## src/rtl/pcc_rr_connection_arbiter.sv

```systemverilog
// Round-robin circuit-setup arbiter for the 4-port PCC router crossbar.
// It holds the connection matrix and tears connections down on strobe drop, fail/cancel or idle timeout.
module pcc_rr_connection_arbiter #(
    parameter int                  PORTS    = 4,
    parameter int                  DESTW    = 2,
    parameter int                  TIMEOUTW = 8,
    parameter logic [TIMEOUTW-1:0] TIMEOUT  = 8'd255
) (
    input  logic                     clk,
    input  logic                     reset,
    input  logic [PORTS-1:0]         req_i,
    input  logic [PORTS*DESTW-1:0]   req_dest_i,
    input  logic [PORTS-1:0]         stb_i,
    input  logic [PORTS-1:0]         fwd_i,
    input  logic [PORTS-1:0]         out_fail_i,
    input  logic [PORTS-1:0]         out_cancel_i,
    output logic [PORTS-1:0]         grant_o,
    output logic [PORTS-1:0]         deny_o,
    output logic [PORTS-1:0]         timeout_o,
    output logic [PORTS*PORTS-1:0]   connections_o,
    output logic [PORTS-1:0]         occupied_o
);

    typedef enum logic {
        S_IDLE = 1'b0,
        S_CONN = 1'b1
    } conn_state_e;

    localparam logic [TIMEOUTW-1:0] WD_LAST = TIMEOUT - 1'b1;

    conn_state_e          state_q [PORTS];
    conn_state_e          state_d [PORTS];
    logic [DESTW-1:0]     dest_q  [PORTS];
    logic [DESTW-1:0]     dest_d  [PORTS];
    logic [TIMEOUTW-1:0]  wd_q    [PORTS];
    logic [TIMEOUTW-1:0]  wd_d    [PORTS];
    logic [DESTW-1:0]     rr_q    [PORTS];
    logic [DESTW-1:0]     rr_d    [PORTS];
    logic [DESTW-1:0]     req_dest [PORTS];
    logic [PORTS-1:0]     eligible;
    logic [PORTS-1:0]     grant_d, deny_d, timeout_d, occ_d;
    logic [PORTS*PORTS-1:0] conn_d;

    always_comb begin : decode
        for (int n = 0; n < PORTS; n++) begin
            req_dest[n] = req_dest_i[n*DESTW +: DESTW];
            eligible[n] = (state_q[n] == S_IDLE) && req_i[n];
        end
    end

    always_comb begin : next_state
        logic [DESTW-1:0] idx;
        logic             found;
        logic             release_ext;
        grant_d     = '0;
        deny_d      = '0;
        timeout_d   = '0;
        idx         = '0;
        found       = 1'b0;
        release_ext = 1'b0;
        for (int n = 0; n < PORTS; n++) begin
            state_d[n] = state_q[n];
            dest_d[n]  = dest_q[n];
            wd_d[n]    = wd_q[n];
            rr_d[n]    = rr_q[n];
        end
        for (int n = 0; n < PORTS; n++) begin
            if (state_q[n] == S_CONN) begin
                release_ext = !stb_i[n] || out_fail_i[dest_q[n]] || out_cancel_i[dest_q[n]];
                if (release_ext) begin
                    state_d[n] = S_IDLE;
                    wd_d[n]    = '0;
                end else if (fwd_i[n]) begin
                    wd_d[n] = '0;
                end else if (wd_q[n] == WD_LAST) begin
                    state_d[n]   = S_IDLE;
                    wd_d[n]      = '0;
                    timeout_d[n] = 1'b1;
                end else begin
                    wd_d[n] = wd_q[n] + 1'b1;
                end
            end
        end
        // Arbitration uses the registered occupancy, so a same-cycle release still denies.
        for (int o = 0; o < PORTS; o++) begin
            found = 1'b0;
            for (int k = 0; k < PORTS; k++) begin
                idx = rr_q[o] + DESTW'(k);
                if (eligible[idx] && (req_dest[idx] == DESTW'(o))) begin
                    if (occupied_o[o] || found) begin
                        deny_d[idx] = 1'b1;
                    end else begin
                        found          = 1'b1;
                        grant_d[idx]   = 1'b1;
                        state_d[idx]   = S_CONN;
                        dest_d[idx]    = DESTW'(o);
                        wd_d[idx]      = '0;
                        rr_d[o]        = idx + 1'b1;
                    end
                end
            end
        end
    end

    always_comb begin : matrix
        conn_d = '0;
        occ_d  = '0;
        for (int o = 0; o < PORTS; o++) begin
            for (int n = 0; n < PORTS; n++) begin
                if ((state_d[n] == S_CONN) && (dest_d[n] == DESTW'(o))) begin
                    conn_d[o*PORTS+n] = 1'b1;
                    occ_d[o]          = 1'b1;
                end
            end
        end
    end

    always_ff @(posedge clk or posedge reset) begin
        if (reset) begin
            for (int n = 0; n < PORTS; n++) begin
                state_q[n] <= S_IDLE;
                dest_q[n]  <= '0;
                wd_q[n]    <= '0;
                rr_q[n]    <= '0;
            end
            grant_o       <= '0;
            deny_o        <= '0;
            timeout_o     <= '0;
            connections_o <= '0;
            occupied_o    <= '0;
        end else begin
            for (int n = 0; n < PORTS; n++) begin
                state_q[n] <= state_d[n];
                dest_q[n]  <= dest_d[n];
                wd_q[n]    <= wd_d[n];
                rr_q[n]    <= rr_d[n];
            end
            grant_o       <= grant_d;
            deny_o        <= deny_d;
            timeout_o     <= timeout_d;
            connections_o <= conn_d;
            occupied_o    <= occ_d;
        end
    end

endmodule

```

## config.mk

```make
export PLATFORM = sky130hd
export DESIGN_NAME = pcc_rr_connection_arbiter
export DESIGN_NICKNAME = d
export VERILOG_FILES = /design/src/rtl/pcc_rr_connection_arbiter.sv
export SDC_FILE = /design/constraint.sdc
export NUM_CORES = 1
export LEC_CHECK = 0
export ABC_CLOCK_PERIOD_IN_PS = 4300
export BUFFER_PORTS_ARGS = -buffer_cell sky130_fd_sc_hd__buf_2
export CAP_MARGIN = 5
export CORE_ASPECT_RATIO = 1.4
export CORE_MARGIN = 4
export CORE_UTILIZATION = 30
export CTS_BUF_LIST = sky130_fd_sc_hd__clkbuf_8 sky130_fd_sc_hd__clkbuf_16
export DETAILED_ROUTE_END_ITERATION = 7
export PLACE_DENSITY = 0.54
export SYNTH_ARGS = -nofsm -noshare
export SYNTH_HDL_FRONTEND = slang
export SYNTH_SLANG_ARGS = --single-unit
```

## constraint.sdc

```tcl
create_clock -name clk -period 4.3 [get_ports clk]
set_input_delay 0.86 -clock clk [delete_from_list [all_inputs] [get_ports clk]]
set_output_delay 0.86 -clock clk [all_outputs]
set_load 0.01 [all_outputs]
```

==> flow_summary_export.csv, run 1 <==
group,metric,value,unit
clocking,cts_root_buffer,"clkbuf_16",
floorplan,ios,62,
place,place_area,0.00699,mm2
critical_path,slowest_stage,"mux4_2",
timing,holdWs,0.539,ns
grt,track_usage,0.158,
cells_and_area,syn2layout_area_growth,14.5,%
timing,setup_slack,0.484,ns
timing,slew_headroom,0.391,
grt,grt_overflow,0,
critical_path,crit_path_end_kind,"register",
cells_and_area,postLayoutCellArea,0.00732,mm2
place,placed_cells,997,
floorplan,core,0.0207,mm2
cells_and_area,layout_common_cells,"nor2_1, dfrtp_1, nand2_1",
critical_path,criticalPathCategory,"register to register",
critical_path,max_stage_delay,0.62,ns
grt,grt_start_max_net_pins,54,
yosys,syn_nets,754,
place,place_hpwl,14.7,mm
clocking,cts_buffer_depth,2,
cells_and_area,fin_nets,808,
floorplan,num_rows,62,
detailed_routing,drc,0,
grt,grt_pass1_wl,30.2,mm
cells_and_area,instances_no_fill,1013,
detailed_routing,vias,5710,
floorplan,design.die.area,0.0237,mm2
timing,period_share,0.887,
critical_path,crit_required,4.54,ns
critical_path,r2r_slack,0.48,ns
cells_and_area,layout-drive-gt1-share,0.177,
timing,setup_violations,0,
detailed_routing,drtAntennaViolNets,0,
place,gp_congestion,0.880,
place,dp_slack,0.433,ns
yosys,ys_seq_area_frac,0.329,
clocking,clk_latency,0.35,ns
timing,tightest_slew,0.907,ns
power,leakagePower,3.22,nW
floorplan,initial_utilization,0.309,
clocking,cts_hold_buffers,0,
critical_path,critPathLaunchType,"register",
yosys,async_flop_share,1.00,
yosys,syn_inst,698,
detailed_routing,vias_per_cell,5.64,
detailed_routing,wire_per_inst,18.7,um
yosys,synth_cell_type_count,71,
detailed_routing,drt_iter0_drc,500,
clocking,cts-resized-gates,0,
run_status,status,"completed",
timing,final_hold_viol_count,0,
critical_path,worst_ep_arrival_time,4.06,ns
grt,grt_pass1_vias,5482,
yosys,yosys_warnings,0,
critical_path,crit_chain,"clkinv_1, ha_1, mux4_2, and2_1, a221o_1, a21oi_1, nand3_1, a21o_1, a211oi_1",
grt,antenna_found_initial,1,
power,power,5.00,mW
yosys,synth.avg_cell_area,9.16,um2
timing,drv_slew,0,
clocking,clkSinkCount,84,
timing,finalSetupTns,0,ns
cells_and_area,final_common_cell,"nor2_1",
floorplan,die_w,131,um
power,power_density,682,mW/mm2
timing,fmax,262,MHz
timing,final.min_clock_period,3.82,ns
clocking,tritoncts,"done",
hold_path,min_path_type,"register to register",
critical_path,path_max_fanout,8,
yosys,syn_area,0.00639,mm2
clocking,clk_pin_slew_worst_paths,0.07,ns
flow_run,cap_violations,0,
yosys,synth-main-ff-cell,"dfrtp_1",
floorplan,die_h,181,um
timing,skew,0.00846,ns
clocking,cts_htree_levels,3,
place,portBuffers,61,
cells_and_area,diodes,0,
detailed_routing,firstDrtPassIters,6,
clocking,post_cts.repair.setup_buffers,0,
detailed_routing,wl,18.9,mm
clocking,cts_buffers,9,
cells_and_area,fin_util,0.354,
yosys,synth-edff-count,0,
power,ir_worst_vdd,285,uV
timing,rsz0062_at_grt,"no",
yosys,synth-seq-cells,84,
## final timing paths
check | from | endpoint | cells after the start
worst max register to register | rr_q[0] | wd_q[17] | 9
max in group asynchronous | reset | dest_q[1] | 3
min in group asynchronous | reset | wd_q[14] | 2
worst min-delay path | wd_q[4] | wd_q[4] | 2
worst max-delay path | rr_q[0] | wd_q[17] | 9
worst min register to register | wd_q[4] | wd_q[4] | 2
## area by class of cell
cell class                 instances  area, um2
fill                            2097      13400
inverter                          19       72.6
sequential                        84       2100
clock buffer                      10        239
multi-input combinational        564       4090
timing repair buffer              74        403
clock inverter                     6       93.8
tap                              256        320
## cells in the mapped netlist, drive strengths merged, types with 5 or more instances
cell type,n,area share
a222oi,7,0.011
o22ai,5,0.0049
or4,5,0.0065
o31ai,8,0.010
xor2,19,0.026
clkbuf,22,0.013
nand2,69,0.041
a21o,5,0.0059
nor4b,6,0.0082
and2,10,0.0098
dfrtp,84,0.33
nor4bb,6,0.0094
a22oi,8,0.0094
a211oi,16,0.019
and3,15,0.015
ha,26,0.051
a31oi,8,0.0078
inv,17,0.010
or2,9,0.0088
nand2b,7,0.0068
nor3,17,0.014
a221oi,7,0.011
a21oi,25,0.020
nor2b,13,0.013
nor2,94,0.056
nand4bb,5,0.0088
buf,9,0.0070
o21ai,16,0.013
nand4,14,0.014
mux4,26,0.092
a221o,8,0.013
xnor2,10,0.014
nand3,31,0.024
## registers in the layout, summed over array words and instances (netlist names)
| name | flops |
|---|---|
| rr_q | 8 |
| dest_q | 8 |
| wd_q | 32 |
| deny_o | 4 |
| state_q | 4 |
| grant_o | 4 |
| connections_o | 16 |
| timeout_o | 4 |
| occupied_o | 4 |
## routing by layer
metal | track usage | up-vias | wire (um)
met5 | 0 | - | 0
met4 | 0.0618 | 0 | 514
met3 | 0.0275 | 33 | 1030
met2 | 0.265 | 192 | 9120
met1 | 0.204 | 2729 | 8240
li1 | - | 2756 | -
## critical path, delay by kind of cell (launching register included)
family                   cells  cell delay [ns]
AO/OA/AOI/OAI                4             1.30
multiplexers                 1             0.62
flip-flops                   1             0.52
adder cells (fa/ha/maj)      1             0.50
AND/OR/NAND/NOR              2             0.45
buffers and inverters        1             0.33
## cells by family (layout without fill, tap and decap cells)
family                   count (synthesis)  after routing  share of synthesized area
adder cells (fa/ha/maj)                 26             26                     0.0509
AO/OA/AOI/OAI                          146            146                      0.170
multiplexers                            28             28                     0.0947
XOR/XNOR                                29             29                     0.0397
flip-flops                              84             84                      0.329
AND/OR/NAND/NOR                        335            335                      0.285
buffers and inverters                   50            109                     0.0311
## power by group
| part | switching [mW] | leakage, nW | internal, mW |
|---|---|---|---|
| sequential | 0.333 | 1.11 | 1.02 |
| clock | 0.343 | 0.160 | 0.530 |
| combinational | 1.66 | 1.95 | 1.12 |
No activity file was read; power rests on OpenSTA's default activity.
==> inputs of run 2 (changes only) <==
--- a/config.mk
+++ b/config.mk
@@ -8,12 +8,14 @@
 export ABC_CLOCK_PERIOD_IN_PS = 4300
 export BUFFER_PORTS_ARGS = -buffer_cell sky130_fd_sc_hd__buf_2
 export CAP_MARGIN = 5
+export CELL_PAD_IN_SITES_DETAIL_PLACEMENT = 1
+export CELL_PAD_IN_SITES_GLOBAL_PLACEMENT = 1
 export CORE_ASPECT_RATIO = 1.4
 export CORE_MARGIN = 4
 export CORE_UTILIZATION = 30
 export CTS_BUF_LIST = sky130_fd_sc_hd__clkbuf_8 sky130_fd_sc_hd__clkbuf_16
 export DETAILED_ROUTE_END_ITERATION = 7
-export PLACE_DENSITY = 0.54
+export PLACE_DENSITY = 0.64
 export SYNTH_ARGS = -nofsm -noshare
 export SYNTH_HDL_FRONTEND = slang
 export SYNTH_SLANG_ARGS = --single-unit
==> run 2 against run 1 <==
Effect of this change:
- highest routed layer unchanged
- clock skew is 0.00053 ns higher
- clock-buffer cell count is 1 lower
- cell count is 0.39% lower
- clock power is 14% lower
- sequential power is 3% higher
==> flow_summary_export.csv, run 2 (synthesis gave the netlist of run 1 again) <==
group,metric,value,unit
detailed_routing,drc,0,
detailed_routing,drt_iter0_drc,352,
timing,setup_slack,0.483,ns
critical_path,crit_required,4.55,ns
timing,rsz0062_at_grt,"no",
floorplan,core,0.0207,mm2
floorplan,ios,62,
grt,antenna_found_initial,0,
grt,track_usage,0.179,
floorplan,die_w,131,um
clocking,cts_hold_buffers,0,
cells_and_area,layout-drive-gt1-share,0.173,
timing,final_hold_viol_count,0,
critical_path,path_max_fanout,8,
clocking,post_cts.repair.setup_buffers,0,
clocking,cts_root_buffer,"clkbuf_16",
detailed_routing,drtAntennaViolNets,0,
clocking,clkSinkCount,84,
run_status,status,"completed",
grt,grt_pass1_vias,6358,
cells_and_area,fin_util,0.350,
floorplan,design.die.area,0.0237,mm2
detailed_routing,vias_per_cell,5.81,
timing,setup_violations,0,
floorplan,die_h,181,um
cells_and_area,syn2layout_area_growth,13.3,%
critical_path,reg2regPathDepth,9,
power,power,4.97,mW
timing,tightest_slew,0.964,ns
timing,finalSetupTns,0,ns
critical_path,critPathLaunchType,"register",
detailed_routing,wl,21.2,mm
clocking,cts_buffer_depth,2,
power,power_density,686,mW/mm2
timing,final.min_clock_period,3.82,ns
critical_path,criticalPathCategory,"register to register",
place,portBuffers,61,
timing,period_share,0.888,
cells_and_area,fin_nets,804,
clocking,clk_pin_slew_worst_paths,0.07,ns
cells_and_area,regMostFlops,"wd_q",
place,gp_congestion,0.898,
clocking,cts_htree_levels,3,
cells_and_area,layout_common_cells,"nor2_1, dfrtp_1, nand2_1",
power,ir_worst_vdd,221,uV
clocking,cts_buffers,9,
detailed_routing,vias,5860,
floorplan,initial_utilization,0.309,
hold_path,min_path_type,"input pin to async pin",
clocking,cts-resized-gates,0,
grt,grt_pass1_wl,34.2,mm
critical_path,crit_path_end_kind,"register",
cells_and_area,top_regs,"wd_q (32), connections_o (16)",
floorplan,num_rows,62,
cells_and_area,diodes,0,
critical_path,worst_ep_arrival_time,4.07,ns
timing,slew_headroom,0.353,
grt,grt_overflow,0,
grt,grt_start_max_net_pins,40,
place,dp_slack,0.388,ns
detailed_routing,firstDrtPassIters,6,
power,leakagePower,3.17,nW
timing,drv_slew,0,
place,place_hpwl,16.7,mm
timing,skew,0.00899,ns
cells_and_area,largest_reg_flops,32,
flow_run,cap_violations,0,
timing,fmax,262,MHz
cells_and_area,final_common_cell,"nor2_1",
clocking,tritoncts,"done",
clocking,clk_latency,0.35,ns
detailed_routing,wire_per_inst,21.0,um
## run 2: changes by cell type in the layout (fill, tap and decap cells not counted), sizes merged
cell      previous run  this run
buf                 74        70
bufinv               2         0
clkbuf              10         9
clkinv               4         5
clkinvlp             1         2
inv                 18        19
## run 2: critical path, stage by stage (launching register included)
cell      delay, ns
dfrtp_1        0.54
clkinv_1       0.36
ha_1           0.51
mux4_2         0.62
and2_1         0.22
a221o_1        0.32
a21oi_1        0.36
nand3_1        0.26
a21o_1         0.31
a211oi_1       0.24
## run 2: metrics by stage
| stage | cells | hold slack (ns) | instance area, um2 |
|---|---|---|---|
| after floorplan | 698 | 0.497 | 6390 |
| after global placement | 993 | 0.515 | 6960 |
| after detailed placement | 993 | 0.520 | 6960 |
| after CTS | 1009 | 0.472 | 7240 |
| after global routing | 1009 | 0.493 | 7240 |
| final | 1009 | 0.472 | 7240 |
## run 2: report_power, final
group / switching [mW] / internal (mW) / leakage [nW] / total (mW)
sequential: 0.376 / 1.02 / 1.11 / 1.39
combinational: 1.71 / 1.11 / 1.93 / 2.82
clock: 0.354 / 0.400 / 0.134 / 0.754
## run 2: final cells by class
cell class                 instances  area (um2)
fill                            2406       13500
multi-input combinational        564        4090
sequential                        84        2100
timing repair buffer              70         373
tap                              256         320
clock buffer                       9         225
inverter                          19        72.6
clock inverter                     7        57.6
## run 2: final timing paths
| kind | startpoint | end | slack, ns |
|---|---|---|---|
| max | rr_q[0] | wd_q[17] | 0.48 |
| min | reset | connections_o[5] | 0.47 |
| max reg2reg | rr_q[0] | wd_q[17] | 0.48 |
| min reg2reg | wd_q[6] | wd_q[6] | 0.53 |
| max in group asynchronous | reset | wd_q[6] | 2.94 |
| min in group clk | wd_q[6] | wd_q[6] | 0.53 |
## run 2: layer usage
layer | vias to the layer above | track usage | share of wire
met3 | 38 | 0.0253 | 0.033
met4 | 0 | 0.0765 | 0.037
met1 | 2972 | 0.202 | 0.40
met5 | - | 0 | 0
li1 | 2731 | - | -
met2 | 119 | 0.333 | 0.53
